**src/rtl/sram_packet_loader_pkg.sv**
```systemverilog
// Shared definitions for the serial SRAM packet loader: FSM encoding, frame width
// and packet field offsets (the offsets are also used by SRAM_IN).
package sram_packet_loader_pkg;

    typedef enum logic [1:0] {
        ST_IDLE  = 2'd0,
        ST_SHIFT = 2'd1,
        ST_ISSUE = 2'd2,
        ST_WAIT  = 2'd3
    } state_t;

    localparam int PACKET_W = 55;
    localparam int FRAME_W  = PACKET_W + 1;

    // Packet field positions, MSB..LSB
    localparam int SEL_BIT       = 54;
    localparam int WEB_BIT       = 53;
    localparam int WMASK_MSB     = 52;
    localparam int WMASK_LSB     = 49;
    localparam int ADDR_MSB      = 48;
    localparam int ADDR_LSB      = 41;
    localparam int WDATA_MSB     = 40;
    localparam int WDATA_LSB     = 9;
    localparam int CSB_RO_BIT    = 8;
    localparam int ADDR_RO_MSB   = 7;
    localparam int ADDR_RO_LSB   = 0;

endpackage

```
**src/rtl/sram_packet_loader_if.sv**
```systemverilog
// Serial-in / packet-out bus of the SRAM packet loader.
// Readback signals exist only when SRAM_PACKET_READBACK_EN is defined.
interface sram_packet_loader_if #(
    parameter int PACKET_WIDTH = 55
);
    logic                    sin;
    logic                    shift_en;
    logic                    chip_select;
    logic [PACKET_WIDTH-1:0] packet;
    logic                    packet_valid;
    logic                    busy;
    logic                    overrun;
`ifdef SRAM_PACKET_READBACK_EN
    logic [31:0]             read_data;
    logic                    sout;
`endif

    modport slave (
        input  sin, shift_en,
        output chip_select, packet, packet_valid, busy, overrun
`ifdef SRAM_PACKET_READBACK_EN
        , input read_data
        , output sout
`endif
    );

    modport master (
        output sin, shift_en,
        input  chip_select, packet, packet_valid, busy, overrun
`ifdef SRAM_PACKET_READBACK_EN
        , output read_data
        , input  sout
`endif
    );

endinterface

```
**src/rtl/sram_packet_loader_frame_shifter.sv**
```systemverilog
// sram_frame_shifter: MSB-first frame shift register with a bit counter and a
// registered frame_done pulse the cycle after the last frame bit is accepted.
module sram_frame_shifter
    import sram_packet_loader_pkg::*;
#(
    parameter int FRAME_W_P = FRAME_W
) (
    input  logic                 clk_in,
    input  logic                 reset_in,
    input  logic                 shift,
    input  logic                 sin,
    output logic [FRAME_W_P-1:0] shift_reg,
    output logic                 frame_done
);

    localparam logic [5:0] LAST_BIT = 6'(FRAME_W_P - 1);

    logic [5:0] bit_cnt;

    always_ff @(posedge clk_in) begin
        if (reset_in) begin
            shift_reg  <= '0;
            bit_cnt    <= '0;
            frame_done <= 1'b0;
        end else begin
            frame_done <= 1'b0;
            if (shift) begin
                shift_reg <= {shift_reg[FRAME_W_P-2:0], sin};
                if (bit_cnt == LAST_BIT) begin
                    bit_cnt    <= '0;
                    frame_done <= 1'b1;
                end else begin
                    bit_cnt <= bit_cnt + 6'd1;
                end
            end
        end
    end

endmodule

```
**src/rtl/sram_packet_loader.sv**
```systemverilog
// Serial-to-parallel SRAM packet loader: assembles chip_select + packet, issues it
// for HOLD_CYCLES, then restores IDLE_PACKET. Optional feature: SRAM_PACKET_READBACK_EN.
module sram_packet_loader
    import sram_packet_loader_pkg::*;
#(
    parameter int                      PACKET_WIDTH = 55,
    parameter int                      HOLD_CYCLES  = 2,
    parameter logic [PACKET_WIDTH-1:0] IDLE_PACKET  = '1,
    parameter int                      READ_LAT     = 2
) (
    input logic                 clk_in,
    input logic                 reset_in,
    sram_packet_loader_if.slave bus
);

    localparam int         FRAME_W_L = PACKET_WIDTH + 1;
    localparam logic [7:0] HOLD_LAST = 8'(HOLD_CYCLES);

    state_t                 state;
    logic [7:0]             cnt;
    logic [FRAME_W_L-1:0]   shift_reg;
    logic                   frame_done;
    logic                   accept;

    // Bits arriving in the gap between the last frame bit and ISSUE are dropped.
    assign accept = bus.shift_en && !frame_done &&
                    ((state == ST_IDLE) || (state == ST_SHIFT));

    sram_frame_shifter #(.FRAME_W_P(FRAME_W_L)) u_shifter (
        .clk_in     (clk_in),
        .reset_in   (reset_in),
        .shift      (accept),
        .sin        (bus.sin),
        .shift_reg  (shift_reg),
        .frame_done (frame_done)
    );

`ifdef SRAM_PACKET_READBACK_EN
    localparam logic [7:0] READ_LAST = 8'(READ_LAT);
    logic [31:0] rdata_reg;
`endif

    always_ff @(posedge clk_in) begin
        if (reset_in) begin
            state            <= ST_IDLE;
            cnt              <= '0;
            bus.packet       <= IDLE_PACKET;
            bus.chip_select  <= 1'b0;
            bus.packet_valid <= 1'b0;
            bus.busy         <= 1'b0;
            bus.overrun      <= 1'b0;
`ifdef SRAM_PACKET_READBACK_EN
            rdata_reg        <= '0;
            bus.sout         <= 1'b0;
`endif
        end else begin
            if (bus.shift_en && bus.busy)
                bus.overrun <= 1'b1;

            case (state)
                ST_IDLE: begin
                    if (accept)
                        state <= ST_SHIFT;
                end
                ST_SHIFT: begin
                    if (frame_done) begin
                        state            <= ST_ISSUE;
                        bus.packet       <= shift_reg[PACKET_WIDTH-1:0];
                        bus.chip_select  <= shift_reg[PACKET_WIDTH];
                        bus.packet_valid <= 1'b1;
                        bus.busy         <= 1'b1;
                        cnt              <= 8'd1;
                    end
                end
                ST_ISSUE: begin
                    if (cnt == HOLD_LAST) begin
                        bus.packet_valid <= 1'b0;
                        bus.packet       <= IDLE_PACKET;
`ifdef SRAM_PACKET_READBACK_EN
                        state            <= ST_WAIT;
                        cnt              <= 8'd1;
`else
                        state            <= ST_IDLE;
                        bus.busy         <= 1'b0;
`endif
                    end else begin
                        cnt <= cnt + 8'd1;
                    end
                end
`ifdef SRAM_PACKET_READBACK_EN
                ST_WAIT: begin
                    if (cnt == READ_LAST) begin
                        state     <= ST_IDLE;
                        bus.busy  <= 1'b0;
                        rdata_reg <= bus.read_data;
                        bus.sout  <= bus.read_data[31];
                    end else begin
                        cnt <= cnt + 8'd1;
                    end
                end
`endif
                default: state <= ST_IDLE;
            endcase

`ifdef SRAM_PACKET_READBACK_EN
            // Each accepted bit of the next frame advances the readback word.
            if (accept) begin
                rdata_reg <= {rdata_reg[30:0], 1'b0};
                bus.sout  <= rdata_reg[30];
            end
`endif
        end
    end

endmodule

```
**src/flat_wrapper.sv**
```systemverilog
// flat-port wrapper written by rule: the top's interface ports become plain ports
module sram_packet_loader_flat import sram_packet_loader_pkg::*;
#(
    parameter int                      PACKET_WIDTH = 55,
    parameter int                      HOLD_CYCLES  = 2,
    parameter logic [PACKET_WIDTH-1:0] IDLE_PACKET  = '1,
    parameter int                      READ_LAT     = 2
)
  (clk_in, reset_in, bus_sin, bus_shift_en, bus_chip_select, bus_packet, bus_packet_valid, bus_busy, bus_overrun);
  sram_packet_loader_if #(.PACKET_WIDTH(PACKET_WIDTH)) bus_i ();
  input logic clk_in;
  input logic reset_in;
  input wire logic [$bits(bus_i.sin)-1:0] bus_sin;
  input wire logic [$bits(bus_i.shift_en)-1:0] bus_shift_en;
  output wire logic [$bits(bus_i.chip_select)-1:0] bus_chip_select;
  output wire logic [$bits(bus_i.packet)-1:0] bus_packet;
  output wire logic [$bits(bus_i.packet_valid)-1:0] bus_packet_valid;
  output wire logic [$bits(bus_i.busy)-1:0] bus_busy;
  output wire logic [$bits(bus_i.overrun)-1:0] bus_overrun;
  assign bus_i.sin = bus_sin;
  assign bus_i.shift_en = bus_shift_en;
  assign bus_chip_select = bus_i.chip_select;
  assign bus_packet = bus_i.packet;
  assign bus_packet_valid = bus_i.packet_valid;
  assign bus_busy = bus_i.busy;
  assign bus_overrun = bus_i.overrun;
  sram_packet_loader #(.PACKET_WIDTH(PACKET_WIDTH), .HOLD_CYCLES(HOLD_CYCLES), .IDLE_PACKET(IDLE_PACKET), .READ_LAT(READ_LAT)) u_core (.clk_in(clk_in), .reset_in(reset_in), .bus(bus_i));
endmodule
```
**config.mk**
```make
export PLATFORM = sky130hd
export DESIGN_NAME = sram_packet_loader_flat
export DESIGN_NICKNAME = d
export VERILOG_FILES = /design/src/rtl/sram_packet_loader_pkg.sv /design/src/rtl/sram_packet_loader_if.sv /design/src/rtl/sram_packet_loader_frame_shifter.sv /design/src/rtl/sram_packet_loader.sv /design/src/flat_wrapper.sv
export SDC_FILE = /design/constraint.sdc
export NUM_CORES = 1
export LEC_CHECK = 0
export ABC_AREA = 1
export CAP_MARGIN = 40
export CORE_MARGIN = 1
export CORE_UTILIZATION = 45
export CTS_BUF_LIST = sky130_fd_sc_hd__clkbuf_8
export DETAILED_ROUTE_END_ITERATION = 10
export PLACE_DENSITY = 0.75
export SYNTH_ARGS = -nofsm -noshare
export SYNTH_HDL_FRONTEND = slang
export SYNTH_SLANG_ARGS = --single-unit
export TNS_END_PERCENT = 10
```
**constraint.sdc**
```tcl
create_clock -name clk_in -period 1.5 [get_ports clk_in]
set_input_delay 0.225 -clock clk_in [delete_from_list [all_inputs] [get_ports clk_in]]
set_output_delay 0.225 -clock clk_in [all_outputs]
set_load 0.03 [all_outputs]
```
* Word-level counts from Yosys, hierarchy flattened
Cells that the tools add are included.
W data, S select, Z words.
** Storage, ports and cells
- Word-level logic and storage cells :: 47
- Bits in registers :: 131
- Output and inout port bits :: 59
** Cells by class
- Bitwise gates (word level) :: 1
- Add/sub/neg operators :: 2
- Equal/unequal tests :: 8
- Reduce and logical (&&, ||, !) cells :: 12
- Muxes and demuxes :: 15
** Operators with widths (count)
- $mux W55 :: 2
- $pmux W55 S2 :: 1
- $mux W8 :: 2
- $pmux W8 S2 :: 1
- $reduce_and A3 Y1 :: 3
- $add A8 B1 Y8 const B :: 1
- $eq A8 B2 Y1 const B :: 1
- $add A6 B1 Y6 const B :: 1
- $eq A6 B6 Y1 const B :: 1
- $mux W2 :: 3
- $mux W6 :: 1
- $pmux W2 S3 :: 1
- $ne A2 B1 Y1 const B :: 2
- $ne A2 B2 Y1 const B :: 2
- $logic_and A1 B1 Y1 :: 3
- $mux W1 :: 3
- $eq A2 B1 Y1 const B :: 1
- $eq A2 B2 Y1 const B :: 1
- $logic_not A2 Y1 :: 1
- $pmux W1 S2 :: 1
- $reduce_and A2 Y1 :: 1
- $reduce_bool A2 Y1 :: 1
- $reduce_or A2 Y1 :: 1
- $logic_not A1 Y1 :: 1
- 2 further kinds :: 2

* Longest topological paths before layout
Gate-level depths: netlist of run 1.
- Word-level depth :: 5
- Depth in mapped cells :: 9

* Hierarchy
A second synthesis of run 1 with hierarchy kept.
** Unflattened totals
- Cell total of the unflattened synthesis :: 626
- Area total of the unflattened synthesis :: 5058.6 um^2
** By module, submodules not included
- sram_packet_loader :: area each 2800.2 um^2, instances 1, seq. area each 1361.3 um^2, cells each 341
- sram_frame_shifter :: area each 2258.4 um^2, instances 1, seq. area each 1261.2 um^2, cells each 285

* Worst setup path after synthesis of run 1
Ideal clock, no wire load.
- Path kind :: reg-to-reg
- Start point :: register u_core.cnt[0]
- End point :: register u_core.bus.packet[14]
- Data arrival time :: 1.196 ns
- Cell stages (with the launch flop) :: 9
- Path buffers :: 1
- Path slack :: 0.167 ns
- Data required time :: 1.364 ns
- Path through :: dfxtp_1 > inv_1 > ha_1 > nand2_1 > nor2_2 > nand3_4 > buf_2 > nand3_1 > nand3_2
** Between the ends
- Word-level cells in the longest chain between the ends :: 3
** Ends and longest elaborated chain
- start: declaration :: line sram_packet_loader.sv:20 : logic [7:0] cnt;
- start signal: assignment :: line sram_packet_loader.sv:87 : cnt <= cnt + 8'd1;
- $eq A8 B2 Y1 :: line sram_packet_loader.sv:76 : if (cnt == HOLD_LAST) begin
- $ne A2 B1 Y1 (no source line)
- $reduce_and A3 Y1 (no source line)
- end signal: assignment :: line sram_packet_loader.sv:68 : bus.packet <= shift_reg[PACKET_WIDTH-1:0];
- end: declaration :: line sram_packet_loader_if.sv:20 : output chip_select, packet, packet_valid, busy, overrun
No other way between the ends.
A chain may end at the register's enable or synchronous reset.

* Final worst setup path of run 1
- Start point :: register u_core.cnt[0]
- End point :: register u_core.bus.packet[44]
Same word-level chain as after synthesis.

==> results of run 1 <==
## layout make-up
| type | count | area share |
|---|---|---|
| Sequential cell | 131 | 0.402 |
| Multi-Input combinational cell | 417 | 0.354 |
| Timing Repair Buffer | 95 | 0.140 |
| Clock buffer | 19 | 0.0401 |
| Tap cell | 143 | 0.0274 |
| Inverter | 32 | 0.0186 |
| Clock inverter | 13 | 0.0169 |
## final timing paths
path	end	from	cells after the start
worst max-delay path	u_core.bus.packet[44]	u_core.cnt[0]	10
worst min register to register	u_core.u_shifter.shift_reg[53]	u_core.u_shifter.shift_reg[53]	2
worst max register to register	u_core.bus.packet[44]	u_core.cnt[0]	10
worst min-delay path	u_core.u_shifter.shift_reg[0]	bus_sin	3
## placed cells by master, fill, tap and decap left out, types with 3 or more instances in the layout
cell and n:
a21oi_1 29, buf_12 8, buf_4 22, buf_6 3
clkbuf_8 19, clkdlybuf4s15_1 7, clkdlybuf4s50_1 3, clkinv_2 6
clkinvlp_4 5, dfxtp_1 130, dlygate4sd2_1 52, inv_1 23
inv_2 8, nand2_1 54, nand3_1 79, nand3_2 20
nor2_1 94, nor2_2 3, nor3_1 3, o21ai_0 59
o21ai_1 6, o21ai_2 50
## per-layer routing
layer,vias to the layer above,routed length [um],GRT usage
li1,2221,-,-
met1,2039,5020,0.226
met2,113,5410,0.316
met3,16,591,0.0667
met4,0,131,0.0782
met5,-,0,0
## cell families (layout without fill, tap and decap cells)
| family | Yosys count | count (layout) |
|---|---|---|
| simple gates | 267 | 267 |
| flops | 131 | 131 |
| fa+ha+maj | 3 | 3 |
| buf+inv | 78 | 159 |
| compound gates | 146 | 146 |
| xor+xnor | 1 | 1 |
## cells in the mapped netlist, types with 2 or more instances
| library cell | number |
|---|---|
| buf_8 | 3 |
| buf_2 | 18 |
| nand2_1 | 55 |
| o21ai_1 | 6 |
| buf_4 | 5 |
| nand3_1 | 79 |
| nor2_2 | 4 |
| clkbuf_1 | 15 |
| nand3_2 | 20 |
| nand4_1 | 2 |
| nor2_1 | 94 |
| ha_1 | 3 |
| nand3b_1 | 2 |
| o21ai_2 | 50 |
| buf_1 | 2 |
| buf_12 | 2 |
| nor3_1 | 3 |
| a21oi_1 | 29 |
| inv_1 | 24 |
| o21ai_0 | 59 |
| inv_2 | 7 |
| dfxtp_1 | 131 |
| nand2_4 | 2 |
## report_power, final
part           internal [uW]  switching, uW  total [uW]  leakage [uW]
logic                    113            196         309       0.00130
clock network           1380           1400        2780      0.000180
registers               3580           86.7        3670       0.00107
total                   5080           1680        6760       0.00255
## through the flow
step / setup TNS, ns / std cells / worst slack [ns]
finish: 0 / 850 / 0.0795
global placement: 0 / 815 / 0.0349
CTS: 0 / 847 / 0.0124
detailed placement: -0.303 / 815 / -0.0771
floorplan: 0 / 626 / 0.167
global route: -0.0223 / 850 / -0.0153
## critical path: stages (launching register included)
cell and delay, ns:
dfxtp_2 0.34, inv_2 0.06, ha_4 0.15, nand2_2 0.07, nor2_4 0.05, nand3_4 0.11, nand2_8 0.11, buf_6 0.15
buf_4 0.12, o21ai_2 0.10, nand2_1 0.06
## repair_timing
item	4_1_cts	5_1_grt
endpoints found under the hold margin	0	0
pin swaps	0	2
buffers inserted	0	3
gates resized for setup	59	18
setup endpoints to repair	59	55
==> impl_metrics.tcl, run 1 <==
set metrics [dict create \
    num_vias 4389 \
    die_area_mm2 0.0123 \
    synth.net_count 633 \
    power_leakage_uw 0.00255 \
    rsz0062_at_grt "true" \
    yosys.area.top_type "dfxtp_1" \
    synthArstFlopShare 0 \
    drt-pass1-iter-count 6 \
    grt_max_degree 56 \
    peakVddDrop_uv 658 \
    row_count 39 \
    synth_compound_area_frac 0.174 \
    synth_top_family_by_area "simple AND/OR/NAND/NOR gates" \
    clkTransAtPathRegs_ns 0.07 \
    wire_per_inst_um 13.1 \
    fillCellCount 995 \
    hp-class "primary input to register" \
    num_io_pins 63 \
    nets 701 \
    syn_avg_cell_area_um2 8.50 \
    cts_hold_buffers 0 \
    arrival_ns 1.75 \
    cts_tree "built" \
    syn_inst 626 \
    cp_data_required_time_ns 1.83 \
    crit_path_end_kind "register" \
    htreeDepth 4 \
    placed_area_mm2 0.00616 \
    fp.dieH_um 111 \
    drtIter0Drc 332 \
    drc_errors 0 \
    critPathLaunchType "register" \
    largest_reg_flops 56 \
    design_area_mm2 0.00652 \
    fin_crit_ns 1.42 \
    synth_mux_area_frac 0 \
    synth_top_area_frac 0.493 \
    grt_overflow 0 \
    synth_xor_area_frac 0.00165 \
    worst_pin_slew_ns 0.324 \
    slew_viol_final 0 \
    worstSkewPairLatency_ns 0.44 \
    synthTopCellsByArea "dfxtp_1 49%, o21ai_2 8.2%, nand3_1 7.4%" \
    synth-simple-area-share 0.248 \
    vias_per_cell 5.16 \
    numCtsBuffers 17 \
    drive_above_1_share 0.223 \
    hold_viol 0 \
    slew_headroom 0.784 \
    ant_nets 0 \
    ys.flop_type "dfxtp_1" \
    cts.sinks 131 \
    grt_pass1_wl_um 19000 \
    p_per_area_mw_per_mm2 1040 \
    final_util 0.569 \
    synth-seq-cells 131 \
    clock_skew_ns 0.00871 \
    seqCellArea_mm2 0.00262 \
    start_util 0.464 \
    grt_usage 0.191 \
    multi_input_area_mm2 0.00231 \
    fin_crit_sh 0.947 \
    place.gp.congestion 0.773 \
    ys_warn_count 0 \
    yosysUniqueCellTypes 34 \
    n_antenna_cell 0 \
    die_w_um 111 \
    cts_root_buf "clkbuf_8" \
    io_buffers 62 \
    worst-setup-path-type "register to register" \
    area_growth_pct 22.5 \
    totalWireLength_um 11200 \
    r2r_slack_ns 0.08 \
    syn_area_mm2 0.00532 \
    ys_seq_area_frac 0.493 \
    synth_edf_count 0 \
    core_area_mm2 0.0115 \
    critPathMaxFanout 6 \
    fin_total_pwr_uw 6760 \
    setup_violations 0 \
    hold-worst-slack_ns 0.461 \
    fmax_ghz 0.704 \
    status "finished clean" \
    max_cap_violations 0 \
    antenna_found_initial 0 \
    grt_pass1_vias 4181 \
    clk_path_buf_depth 2 \
    hpwl_um 7250 \
    yosys.area_share.adder 0.00705 \
]
Power figures use the tool's default switching activity.
==> inputs of run 2 (changes only) <==
--- a/config.mk
+++ b/config.mk
@@ -12,6 +12,7 @@
 export CTS_BUF_LIST = sky130_fd_sc_hd__clkbuf_8
 export DETAILED_ROUTE_END_ITERATION = 10
 export PLACE_DENSITY = 0.75
+export SETUP_SLACK_MARGIN = 0.5
 export SYNTH_ARGS = -nofsm -noshare
 export SYNTH_HDL_FRONTEND = slang
 export SYNTH_SLANG_ARGS = --single-unit
==> impl_metrics.tcl, run 2 (synthesis gave the netlist of run 1 again) <==
set metrics [dict create \
    fin_crit_sh 0.951 \
    p_per_area_mw_per_mm2 992 \
    grt_pass1_wl_um 19400 \
    crit_chain "inv_2 -> ha_4 -> nand2_4 -> nor2_4 -> nand3_4 -> nand2_8 -> buf_12 -> clkbuf_16 -> o21ai_2 -> nand3_1" \
    slew_viol_final 0 \
    drt-pass1-iter-count 5 \
    fin_crit_ns 1.43 \
    dr_wl_met3_um 541 \
    reg2regPathDepth 10 \
    io_buffers 62 \
    area_growth_pct 35.1 \
    multi_input_area_mm2 0.00246 \
    fillCellCount 903 \
    vias_per_cell 5.21 \
    critPathLaunchType "register" \
    largest_reg_flops 56 \
    critPathMaxFanout 5 \
    hold_viol 0 \
    seqCellArea_mm2 0.00271 \
    cts.sinks 131 \
    final_cell_mix "92 x nor2_1, 78 x nand3_1, 67 x dfxtp_1" \
    clkTransAtPathRegs_ns 0.08 \
    totalWireLength_um 11800 \
    final_common_cell "nor2_1" \
    r2r_end "u_core.bus.packet[11]" \
    cts_root_buf "clkbuf_8" \
    met1Wirelength_um 5160 \
    setup_violations 0 \
    hpwl_um 7280 \
    antenna_found_initial 0 \
    crit_start "u_core.cnt[0]" \
    final_util 0.627 \
    num_io_pins 63 \
    htreeDepth 4 \
    max_cap_violations 0 \
    clk_path_buf_depth 2 \
    cp_data_required_time_ns 1.89 \
    clock_skew_ns 0.0109 \
    crit_slowest_cell "dfxtp_2" \
    status "finished clean" \
    crit_path_end_kind "register" \
    slew_headroom 0.767 \
    dp_cells 811 \
    crit_path_max_incr_delay_ns 0.33 \
    ant_nets 0 \
    drc_errors 0 \
    worst-setup-path-type "register to register" \
    place.gp.congestion 0.748 \
    core_area_mm2 0.0115 \
    rsz0062_at_grt "true" \
    grt_max_degree 48 \
    wl_met2_um 5880 \
    drtIter0Drc 317 \
    peakVddDrop_uv 871 \
    worst_pin_slew_ns 0.350 \
    fmax_ghz 0.701 \
    arrival_ns 1.82 \
    cts_tree "built" \
    cts_hold_buffers 0 \
    num_vias 4505 \
    grt_pass1_vias 4348 \
    cp_top_family "simple AND/OR/NAND/NOR gates" \
    fin_total_pwr_uw 7130 \
    n_antenna_cell 0 \
    wire_per_inst_um 13.6 \
    grt_overflow 0 \
    timing.rr.start "u_core.cnt[0]" \
    drive_above_1_share 0.416 \
    crit_buf_inv 3 \
    nets 716 \
    row_count 39 \
    die_area_mm2 0.0123 \
    die_w_um 111 \
    hp-class "primary input to register" \
    hold_path_startpoint "bus_sin" \
    power_leakage_uw 0.00287 \
    highest_layer "met4" \
    fin_cells 865 \
    r2r_slack_ns 0.07 \
    grt_usage 0.195 \
    start_util 0.464 \
    worstSkewPairLatency_ns 0.45 \
    holdPathEnd "u_core.u_shifter.shift_reg[0]" \
    numCtsBuffers 17 \
    hold_depth 3 \
    fp.dieH_um 111 \
]
-- run 2: final cells by class --
cell class | count | share of cell area
flip-flops and latches | 131 | 0.377
multi-input cells | 418 | 0.342
repair buffers | 109 | 0.181
clock buffers | 19 | 0.0364
well taps | 143 | 0.0249
clock inverters | 13 | 0.0219
inverters | 32 | 0.0172
-- run 2: how the worst max path moves through the flow --
stage,end,cells after the start,slack [ns]
after floorplan,u_core.bus.packet[44],9,0.22
after global placement,u_core.u_shifter.bit_cnt[4],6,0.009
after detailed placement,u_core.u_shifter.bit_cnt[4],7,-0.07
after CTS,u_core.bus.packet[36],10,0.09
after global routing,u_core.bus.packet[6],9,0.01
final,u_core.bus.packet[11],10,0.07
-- run 2: through the flow --
stage	cell area, um^2	TNS (ns)	hold WS [ns]	setup WS (ns)
final	7190	0	0.430	0.0737
after global routing	7190	0	0.442	0.0110
after CTS	6870	0	0.390	0.0902
after detailed placement	6150	-0.168	0.456	-0.0703
after global placement	6150	0	0.449	0.00943
after floorplan	5350	0	0.294	0.218
-- run 2: per-layer routing --
layer	vias up	GRT usage
met2	95	0.333
met1	2137	0.228
met5	-	0
met4	0	0.0836
met3	17	0.0563
li1	2256	-
-- run 2: what timing repair did --
item | 4_1_cts | 5_1_grt
buffers inserted | 16 | 1
gates cloned | 2 | 3
setup endpoints to repair | 187 | 188
pin swaps | 3 | 23
resized for setup | 236 | 287
-- run 2: worst register-to-register path: stages (launching register included) --
cell and delay [ns]:
dfxtp_2 0.33, inv_2 0.07, ha_4 0.14, nand2_4 0.05
nor2_4 0.11, nand3_4 0.15, nand2_8 0.14, buf_12 0.12
clkbuf_16 0.15, o21ai_2 0.05, nand3_1 0.07
-- run 2: where the power goes --
part | internal [uW] | switching, uW | total (uW)
Sequential | 3580 | 97.2 | 3680
Combinational | 123 | 198 | 321
Clock | 1730 | 1410 | 3130
Total | 5430 | 1700 | 7130
==> inputs of run 3 (changes only) <==
--- a/config.mk
+++ b/config.mk
@@ -11,9 +11,9 @@
 export CORE_UTILIZATION = 45
 export CTS_BUF_LIST = sky130_fd_sc_hd__clkbuf_8
 export DETAILED_ROUTE_END_ITERATION = 10
-export PLACE_DENSITY = 0.75
+export PLACE_DENSITY = 0.78
 export SETUP_SLACK_MARGIN = 0.5
 export SYNTH_ARGS = -nofsm -noshare
 export SYNTH_HDL_FRONTEND = slang
 export SYNTH_SLANG_ARGS = --single-unit
-export TNS_END_PERCENT = 10
+export TNS_END_PERCENT = 30
==> constraint.sdc (replaced) <==
create_clock -name clk_in -period 1.3 [get_ports clk_in]
set_input_delay 0.195 -clock clk_in [delete_from_list [all_inputs] [get_ports clk_in]]
set_output_delay 0.195 -clock clk_in [all_outputs]
set_load 0.03 [all_outputs]
==> impl_metrics.tcl, run 3 (synthesis gave the netlist of run 1 again) <==
set metrics [dict create \
    clk_path_buf_depth 2 \
    grt_max_degree 41 \
    numCtsBuffers 17 \
    design_area_mm2 0.00728 \
    crit_path_end_kind "register" \
    preCtsSetupSlack_ns -0.281 \
    cts_root_buf "clkbuf_8" \
    area_growth_pct 36.8 \
    cts_tree "built" \
    io_buffers 62 \
    n_antenna_cell 0 \
    num_io_pins 63 \
    totalWireLength_um 13000 \
    antenna_found_initial 0 \
    timing.rr.start "u_core.cnt[0]" \
    max_cap_violations 0 \
    hpwl_um 7640 \
    hold_path_startpoint "reset_in" \
    r2r_slack_ns -0.09 \
    hold_depth 4 \
    fin_total_pwr_uw 8540 \
    rsz0062_at_grt "true" \
    final_util 0.635 \
    cp_data_required_time_ns 1.68 \
    worst-setup-path-type "register to register" \
    grt_pass1_wl_um 20400 \
    grt_overflow 0 \
    worst_slack_ns -0.0877 \
    power_leakage_uw 0.00297 \
    placed_area_mm2 0.00624 \
    worst_pin_slew_ns 0.360 \
    hp-class "primary input to register" \
    nets 730 \
    slew_headroom 0.760 \
    grt_pass1_vias 4467 \
    critPathMaxFanout 8 \
    cts_hold_buffers 0 \
    worstSkewPairLatency_ns 0.44 \
    r2r_end "u_core.bus.packet[30]" \
    critPathLaunchType "register" \
    vias_per_cell 5.40 \
    slew_viol_final 0 \
    fmax_ghz 0.721 \
    final_common_cell "nor2_1" \
    core_area_mm2 0.0115 \
    violations "negative setup slack" \
    ant_nets 0 \
    drc_errors 0 \
    drtIter0Drc 409 \
    place.gp.congestion 0.792 \
    start_util 0.464 \
    reg2regPathDepth 9 \
    wire_per_inst_um 14.9 \
    p_per_area_mw_per_mm2 1170 \
    holdPathEnd "u_core.cnt[0]" \
    cts.sinks 131 \
    final_cell_mix "91 x nor2_1, 78 x nand3_1, 68 x buf_6, 68 x dfxtp_1, 59 x dfxtp_2" \
    setup_violations 59 \
    fp.dieH_um 111 \
    hold-worst-slack_ns 0.321 \
    num_vias 4741 \
    fin_crit_ns 1.39 \
    hold_viol 0 \
    status "finished, violations left" \
    fin_crit_sh 1.07 \
    die_area_mm2 0.0123 \
    row_count 39 \
    die_w_um 111 \
    clkTransAtPathRegs_ns 0.07 \
    htreeDepth 4 \
    largest_reg_flops 56 \
    peakVddDrop_uv 727 \
    drive_above_1_share 0.441 \
    grt_usage 0.203 \
    drt-pass1-iter-count 5 \
    clock_skew_ns 0.00597 \
    arrival_ns 1.77 \
]
run 3: changes by cell type in the layout (fill, tap and decap cells not counted), sizes merged:
cell           delta
dlymetal6s2s      +1
buf              +16
dlygate4sd2       +1
bufinv            +2
clkdlybuf4s50     -2
clkinvlp          -2
clkbuf            -3
run 3: where the power goes:
group | internal, uW | switching, uW
clock network | 2290 | 1560
registers | 4130 | 111
logic | 178 | 267
total | 6600 | 1940
run 3: through the flow:
stage	cells	setup TNS [ns]
finish	878	-2.76
global route	878	-7.04
CTS	869	-0.949
detailed placement	824	-15.94
global placement	824	-11.72
floorplan	626	0
run 3: cell type report:
type,instances,area [um^2]
clock buffer,18,248
tap,143,179
clock inverter,13,193
sequential,131,2710
timing repair buffer,123,1330
inverter,32,133
multi-input combinational,418,2490
fill,896,4190
run 3: worst max-delay path: stages, from the launching register on:
cell and delay, ns:
dfxtp_2 0.33, inv_2 0.07, ha_4 0.14, nand2_4 0.05, nor2_4 0.11, nand3_4 0.14, nand2_8 0.15, clkbuf_16 0.19
o21ai_2 0.08, nand3_2 0.06
run 3: repair_timing:
item                                   in CTS  in global routing
cloned                                      0                  2
setup endpoints to repair                 189                188
endpoints found under the hold margin       0                  0
buffers inserted                           14                  7
resized for setup                         500                 47
pin swaps                                   7                  8
run 3: how the worst max path moves through the flow:
| stage | start | end | slack (ns) | cells past startpoint |
|---|---|---|---|---|
| final | u_core.cnt[0] | u_core.bus.packet[30] | -0.09 | 9 |
| after global routing | u_core.cnt[0] | u_core.bus.packet[30] | -0.14 | 9 |
| after CTS | u_core.cnt[0] | u_core.bus.packet[34] | -0.05 | 9 |
| after detailed placement | bus_shift_en | u_core.u_shifter.bit_cnt[3] | -0.28 | 5 |
| after global placement | bus_shift_en | u_core.u_shifter.bit_cnt[5] | -0.21 | 5 |
| after floorplan | u_core.cnt[0] | u_core.bus.packet[44] | 0.02 | 9 |
run 3: metal layers:
layer  vias to the layer above  track usage  routed length, um
li1                       2293            -                  -
met2                       142        0.360               6720
met4                         0       0.0836                156
met3                        18       0.0498                631
met5                         -            0                  0
met1                      2288        0.233               5540
